## config.mk

```make
export PLATFORM = sky130hd
export DESIGN_NAME = instr_fetch_decode
export DESIGN_NICKNAME = d
export VERILOG_FILES = /design/src/rtl/instr_fetch_decode.sv
export SDC_FILE = /design/constraint.sdc
export NUM_CORES = 1
export LEC_CHECK = 0
export ABC_AREA = 1
export ABC_CLOCK_PERIOD_IN_PS = 4800
export CAP_MARGIN = 10
export CORE_ASPECT_RATIO = 2
export CORE_MARGIN = 2
export CORE_UTILIZATION = 49
export DETAILED_ROUTE_END_ITERATION = 8
export GPL_TIMING_DRIVEN = 0
export PLACE_DENSITY = 0.9
export SKIP_CTS_REPAIR_TIMING = 1
export SLEW_MARGIN = 5
export SYNTH_ARGS = -nofsm -noshare
export SYNTH_HDL_FRONTEND = slang
export SYNTH_SLANG_ARGS = --single-unit
```

## constraint.sdc

```tcl
create_clock -name clk -period 4.8 [get_ports clk]
set_clock_uncertainty 0.05 [all_clocks]
set_input_delay 1.2 -clock clk [delete_from_list [all_inputs] [get_ports clk]]
set_output_delay 1.2 -clock clk [all_outputs]
set_load 0.05 [all_outputs]
```

## src/rtl/instr_fetch_decode.sv

```systemverilog
// Fetch/decode front end: PC, single-outstanding imem fetch, IF/ID slot with one-entry fetch buffer.
// Optional immediate generator enabled by defining FETCH_IMM_GEN_EN; otherwise imm is tied to zero.
module instr_fetch_decode #(
  parameter int                  PC_WIDTH = 32,
  parameter logic [PC_WIDTH-1:0] RESET_PC = '0
) (
  input  logic                clk,
  input  logic                rst_n,
  output logic                imem_req,
  output logic [PC_WIDTH-1:0] imem_addr,
  input  logic [31:0]         imem_rdata,
  input  logic                imem_valid,
  input  logic                stall,
  input  logic                branch_taken,
  input  logic [PC_WIDTH-1:0] branch_target,
  output logic                id_valid,
  output logic [PC_WIDTH-1:0] id_pc,
  output logic [31:0]         id_instr,
  output logic [6:0]          Opcode,
  output logic [3:0]          Funct,
  output logic [4:0]          rs1,
  output logic [4:0]          rs2,
  output logic [4:0]          rd,
  output logic [31:0]         imm,
  output logic [2:0]          dbg_state_o
);

  typedef enum logic [2:0] {S_BOOT, S_REQ, S_WAIT, S_HOLD, S_DRAIN} state_t;

  state_t                state_q, state_d;
  logic [PC_WIDTH-1:0]   pc_q, pc_d;
  logic                  id_valid_q, id_valid_d;
  logic [PC_WIDTH-1:0]   id_pc_q, id_pc_d;
  logic [31:0]           id_instr_q, id_instr_d;
  logic [31:0]           fbuf_q, fbuf_d;
  logic                  slot_free;
  logic                  unused_bits;

  // Handshakes: imem_req is a one-cycle strobe, imem_valid answers it >=1 cycle later with no
  // backpressure; the IF/ID slot is consumed by downstream in any cycle with id_valid && !stall.
  assign slot_free = !id_valid_q || !stall;

  always_ff @(posedge clk) begin
    if (!rst_n) begin
      state_q    <= S_BOOT;
      pc_q       <= RESET_PC;
      id_valid_q <= 1'b0;
      id_pc_q    <= '0;
      id_instr_q <= '0;
      fbuf_q     <= '0;
    end else begin
      state_q    <= state_d;
      pc_q       <= pc_d;
      id_valid_q <= id_valid_d;
      id_pc_q    <= id_pc_d;
      id_instr_q <= id_instr_d;
      fbuf_q     <= fbuf_d;
    end
  end

  always_comb begin
    state_d    = state_q;
    pc_d       = pc_q;
    id_valid_d = id_valid_q;
    id_pc_d    = id_pc_q;
    id_instr_d = id_instr_q;
    fbuf_d     = fbuf_q;
    // A consumed slot empties unless something new is loaded below.
    if (slot_free) id_valid_d = 1'b0;
    if (branch_taken) begin
      pc_d       = {branch_target[PC_WIDTH-1:2], 2'b00};
      id_valid_d = 1'b0;
      fbuf_d     = '0;
      case (state_q)
        S_REQ:   state_d = S_DRAIN;
        S_WAIT:  state_d = imem_valid ? S_REQ : S_DRAIN;
        S_DRAIN: state_d = imem_valid ? S_REQ : S_DRAIN;
        default: state_d = S_REQ;
      endcase
    end else begin
      case (state_q)
        S_BOOT: state_d = S_REQ;
        S_REQ:  state_d = S_WAIT;
        S_WAIT: begin
          if (imem_valid) begin
            if (slot_free) begin
              id_valid_d = 1'b1;
              id_pc_d    = pc_q;
              id_instr_d = imem_rdata;
              pc_d       = pc_q + PC_WIDTH'(4);
              state_d    = S_REQ;
            end else begin
              fbuf_d  = imem_rdata;
              state_d = S_HOLD;
            end
          end
        end
        S_HOLD: begin
          if (slot_free) begin
            id_valid_d = 1'b1;
            id_pc_d    = pc_q;
            id_instr_d = fbuf_q;
            fbuf_d     = '0;
            pc_d       = pc_q + PC_WIDTH'(4);
            state_d    = S_REQ;
          end
        end
        S_DRAIN: if (imem_valid) state_d = S_REQ;
        default: state_d = S_BOOT;
      endcase
    end
  end

  assign imem_req    = (state_q == S_REQ);
  assign imem_addr   = pc_q;
  assign dbg_state_o = state_q;

  assign id_valid = id_valid_q;
  assign id_pc    = id_pc_q;
  assign id_instr = id_instr_q;
  // Bubble: control unit sees opcode/funct of zero when the slot is empty.
  assign Opcode   = id_valid_q ? id_instr_q[6:0] : 7'd0;
  assign Funct    = id_valid_q ? {id_instr_q[30], id_instr_q[14:12]} : 4'd0;
  assign rs1      = id_instr_q[19:15];
  assign rs2      = id_instr_q[24:20];
  assign rd       = id_instr_q[11:7];

`ifdef FETCH_IMM_GEN_EN
  logic [31:0] imm_gen;
  always_comb begin
    imm_gen = '0;
    if (id_valid_q) begin
      case (id_instr_q[6:0])
        7'b0010011, 7'b0000011, 7'b1100111:
          imm_gen = {{20{id_instr_q[31]}}, id_instr_q[31:20]};
        7'b0100011:
          imm_gen = {{20{id_instr_q[31]}}, id_instr_q[31:25], id_instr_q[11:7]};
        7'b1100011:
          imm_gen = {{19{id_instr_q[31]}}, id_instr_q[31], id_instr_q[7], id_instr_q[30:25],
                     id_instr_q[11:8], 1'b0};
        7'b0110111, 7'b0010111:
          imm_gen = {id_instr_q[31:12], 12'd0};
        7'b1101111:
          imm_gen = {{11{id_instr_q[31]}}, id_instr_q[31], id_instr_q[19:12], id_instr_q[20],
                     id_instr_q[30:21], 1'b0};
        default: imm_gen = '0;
      endcase
    end
  end
  assign imm = imm_gen;
`else
  assign imm = 32'h0;
`endif

  assign unused_bits = ^{branch_target[1:0], id_instr_q[31], id_instr_q[29:25]};

endmodule

```

# Word level (Yosys, flattened, before mapping)
# Index checks and enable logic that the tools add are counted.
word_totals:
  out_inout_bits: 159
  inputBits: 69
  register_bits: 132
  wordCells: 64
classes:
  muxes: 29
  n_reduce_logical: 14
  eq_ne: 11
  add_sub_neg: 1
  bitwise_logic: 2
ops:
  columns: ["operator", "count"]
  rows:
  - ["32-bit two-way mux", 11]
  - ["32-bit case mux with 2 select lines", 4]
  - ["32-bit by 3-bit adder with 32-bit output (second input constant)", 1]
  - ["3-bit two-way mux", 5]
  - ["3-bit case mux with 5 select lines", 1]
  - ["3-bit inequality test (second input constant)", 3]
  - ["2-bit inequality test (second input constant)", 4]
  - ["7-bit two-way mux", 1]
  - ["3-bit by 2-bit equality test with 1-bit output (second input constant)", 2]
  - ["3-bit case mux with 2 select lines", 1]
  - ["3-bit AND reduction", 2]
  - ["5-bit AND reduction", 1]
  - ["4-bit two-way mux", 1]
  - ["2-bit AND reduction", 2]
  - ["4-bit AND reduction", 1]
  - ["2-bit OR reduction", 2]
  - ["3-bit by 1-bit equality test with 1-bit output (second input constant)", 1]
  - ["3-bit equality test (second input constant)", 1]
  - ["3-bit logical NOT", 1]
  - ["1-bit two-way mux", 3]
  - ["3-bit nonzero test", 1]
  - ["1-bit logical NOT", 2]
  - ["2-bit two-way mux", 1]
  - ["1-bit NOT", 2]
  - ["3 further kinds", 3]

# Logic depth before layout (Yosys ltp)
depth:
  ltp_word: 6
  depth_mapped: 11
  ltp_nobuf: 11

# Worst setup path before layout
# Ideal clock, no wire load.
synth_timing:
  path_type: "register -> output"
  startpoint: "reg id_valid_q, in the netlist id_valid"
  endpoint: "out Funct[0]"
  path_stages_with_launch: 4
  arrival_ns: 1.382
  slack_ns: 2.168
  required_ns: 3.550
  path_buffers: 1
  path_cell_list: "dfxtp_1 -> clkbuf_1 -> nand2_1 -> inv_1"
synth_via:
  elab_chain_len: 1
synth_rtl:
  columns: ["element", "line", "source"]
  rows:
  - ["from (decl)", "32", "logic id_valid_q, id_valid_d;"]
  - ["from (signal assigned)", "54", "id_valid_q <= id_valid_d;"]
  - ["4-bit two-way mux", "123", "assign Funct = id_valid_q ? {id_instr_q[30], id_instr_q[14:12]} : 4'd0;"]
  - ["to (decl)", "20", "output logic [3:0] Funct,"]
# Every way passes these cells.

# Final worst setup path
layout_timing:
  startpoint: "reg id_valid_q, in the netlist id_valid"
  endpoint: "out Opcode[6]"
layout_via:
  elab_chain_len: 1
layout_rtl:
  columns: ["element", "line", "source"]
  rows:
  - ["7-bit two-way mux", "122", "assign Opcode = id_valid_q ? id_instr_q[6:0] : 7'd0;"]
  - ["to (decl)", "19", "output logic [6:0] Opcode,"]
# Every way passes these cells.

==> PnR_summary.wiki <==
{| class="wikitable"
! Metric !! Value
|-
| Run status || complete, no violations
|-
| Syn-to-layout area delta || 44.32%
|-
| Number of enable-type register cells in the synthesized netlist || 0
|-
| Global Route Usage Sum || 31.75%
|-
| M1 wire length || around 6900 µm
|-
| Wire length per cell || 16.83 µm
|-
| Post-route design area || 9049 µm²
|-
| Total via count after detailed routing || 7066
|-
| Clock tree from TritonCTS || yes
|-
| Reg-to-reg setup timing slack || 2560 ps
|-
| Number of stages on the worst hold path || 2
|-
| Diodes inserted || 0
|-
| Starting density of the core || 49.94%
|-
| Chain of cells forming the critical path || clkbuf_1 -> nand2_1 -> inv_1 -> clkdlybuf4s50_1
|-
| Count of antenna-violating nets left after detailed routing || 0
|-
| Min cycle time layout || 3520 ps
|-
| Mean post-synth cell area || 6.875 µm²
|-
| Category of the critical setup timing path || flop to output pin
|-
| Grt total ovfl || 0
|-
| Arr. time, crit path || ~2300 ps
|-
| Die height || 164.0 µm
|-
| CTS root buf || clkbuf_16
|-
| Proportion of synthesized flip-flops having asynchronous set or reset || 0%
|-
| Final cycle utilization of the critical path || between 70% and 80%
|-
| RSZ-0062 raised after global routing || false
|-
| Max Used Layer || met4
|-
| Worst-Skew Late Latency || 420 ps
|-
| Syn. warnings || 0
|-
| Smallest setup slack after layout || 1280 ps
|-
| Clock tree sinks || 128
|-
| #FFs+latches synth || 128
|-
| Worst Max-Slew Pin Slew || ~830 ps
|-
| Leakage dissipation || 3.661 nW
|-
| Met3 WL post-DR || 1589 µm
|-
| Cell at the slowest stage of the critical path || clkdlybuf4s50_1
|-
| Library cell with the largest summed area after synthesis || dfxtp_1
|-
| Setup total negative slack || 0 ps
|-
| Share of layout cells above drive strength 1 || 10.81%
|-
| Filler cells || 1037
|-
| Routability-driven placement congestion ratio || 0.9482
|-
| Placed Instance Area || 8461 µm²
|-
| Number of antenna violations at the first check in global routing || 0
|-
| Max-cap violations || 0
|-
| I/O Buffers || around 190
|-
| Cell area after synthesis || 6270 µm²
|-
| Core Box Area || 12550 µm²
|-
| Detailed Routing Iterations Pass 1 || 6
|-
| Worst min-delay path category || flop to flop
|-
| Endpoint required time on the critical path || 3550 ps
|-
| Normalized max-slew margin || 44.28%
|-
| Most frequently used flop master after synthesis || dfxtp_1
|-
| Max Buffers Root-to-Sink || 2
|-
| Fraction of synthesized cell area taken by the top area cell type || between 40% and 50%
|-
| Synthesized netlist cell count || 912
|-
| Hold violation total from the final report || 0
|-
| Top cells by area in the synthesized netlist || dfxtp_1 (41%), nand2_1 (13%), nor2_1 (7.8%)
|-
| Worst setup EP type || output pin
|-
| Sequential element share of the synthesized area || approximately two fifths
|-
| Terminating pin of the worst hold path || id_instr[9]
|-
| Wire length of the first global-routing pass || 34270 µm
|-
| TritonCTS buffer count || 17
|-
| Number of global-route vias before repair || 6916
|-
| Aggregate routed wire length || approximately 22000 µm
|-
| Ports placed on the boundary || about 230
|-
| Stage delay of the slowest cell on the critical path || 810 ps
|-
| Final Total Pwr || between 3 and 4 mW
|-
| Final-report setup violation count || 0
|-
| Launch point of the worst reg-to-reg path || imem_addr[3]
|-
| Beginning of the worst hold path || fbuf_q[9]
|-
| Post-detailed-route DRC marker count || 0
|-
| Setup slack after placement || 1602 ps
|-
| DIE WIDTH || 83.99 µm
|-
| R2R depth || 10
|-
| Final core utilization || between 70% and 80%
|-
| Dpl hpwl || 17010 µm
|-
| Row count || 58
|-
| Nets || 1223
|-
| Post-CTS clock slew at the launch and capture registers of the worst setup and hold paths || 60 ps
|-
| Per-cell via count in the routed design || 5.369
|-
| Cell with the most instances after synthesis || nand2_1
|-
| DRC marker count from the first detailed-route iteration || 444
|-
| Fin. max-slew vios || 0
|-
| List of most frequent post-synthesis cells || nand2_1 (221), nor2_1 (130), dfxtp_1 (128), a21oi_1 (69), o21ai_0 (62)
|-
| Number of unique standard cell types used by synthesis || 33
|-
| Number of H-tree levels || 4
|-
| Die area || 13770 µm²
|-
| Reg area || 2562 µm²
|-
| Power density over the cells || 332.3 nW/µm²
|-
| Multi-input combinational cell area || 3018 µm²
|-
| Worst-path fanout max || 10
|-
| Maximum clock frequency || about 280 MHz
|-
| Crit Reg-Reg Endpoint || imem_addr[26]
|-
| Maximum number of pins on one net before global-route repair || 17
|-
| Met2 Wirelength || about 12000 µm
|-
| Startpoint Class || flop
|-
| Worst VDD drop || 295.1 µV
|}
[registers in the layout, indices dropped and copies added (netlist names)]
| name | cells |
|---|---|
| fbuf_q | 32 |
| id_instr | 32 |
| id_pc | 30 |
| imem_addr | 30 |
| dbg_state_o | 3 |
| id_valid | 1 |
[report_power, final]
group	internal (mW)	total, mW	switching, mW
clock	0.774	1.29	0.520
sequential	1.10	1.15	0.0486
combinational	0.192	0.562	0.370
[how the worst max path moves through the flow]
stage / cells after the start / slack, ps / startpoint / endpoint
4_1_cts: 4 / 1260 / id_valid / Opcode[6]
6_report: 4 / 1280 / id_valid / Opcode[6]
3_3_place_gp: 7 / 1630 / imem_valid / fbuf_q[29]
5_1_grt: 4 / 1170 / id_valid / Opcode[0]
3_5_place_dp: 7 / 1600 / imem_valid / fbuf_q[0]
2_1_floorplan: 3 / 2170 / id_valid / Funct[0]
[cells by family (layout without fill, tap and decap cells)]
family                     after synthesis  count (layout)  share of synthesized area, %
AOI/OAI and AO/OA                      210             210                         18.44
xor gates and xnor gates                 1               1                        0.1397
buffers and inverters                  152             371                         13.09
other                                    1              36                       0.05981
adders and majority gates                1               1                        0.1995
DFF                                    128             128                         40.87
and+or+nand+nor                        419             419                         27.20
[metal layers]
layer	vias up	track usage, %
li1	3395	-
met1	3213	28.34
met2	368	61.67
met3	90	7.688
met4	0	20.60
met5	-	0
[worst max-delay path: cells and delay by family, from the launching register on]
kind	cells	cell delay (ps)
buf+inv	3	1320
flops	1	430
simple gates	1	110
[metrics by stage]
step                hold WS [ps]  instances
global route               450.1       1316
floorplan                  404.2        947
CTS                        428.3       1316
global placement           412.0       1284
finish                     428.9       1316
detailed placement         418.0       1284
[placed cells by master (no fill, tap or decap), types with 2 or more instances in the layout]
master and count:
nor2_2 3, nor2_4 4, buf_1 3, buf_4 56, nand2_1 221, bufinv_16 2
clkinv_4 3, nor2_1 130, conb_1 36, clkinvlp_4 4, and2_1 2, o211ai_1 5
a21oi_1 69, buf_6 2, dfxtp_1 128, nor3_1 7, a211oi_1 3, o21ai_1 24
inv_6 3, nand3_1 46, inv_2 3, o21ai_0 62, clkbuf_16 17, clkdlybuf4s50_1 187
clkbuf_1 20, a31oi_1 43, nand2_2 3, buf_2 19, inv_1 49
[layout make-up]
cell class	count	area share, %
flip-flops and latches	128	28.32
repair buffers	187	20.69
multi-input cells	667	33.35
clock inverters	14	1.756
clock buffers	18	4.743
plain buffers	100	6.914
well taps	150	2.074
inverters	52	2.157
Note: power is estimated with default switching activity, not from simulation.
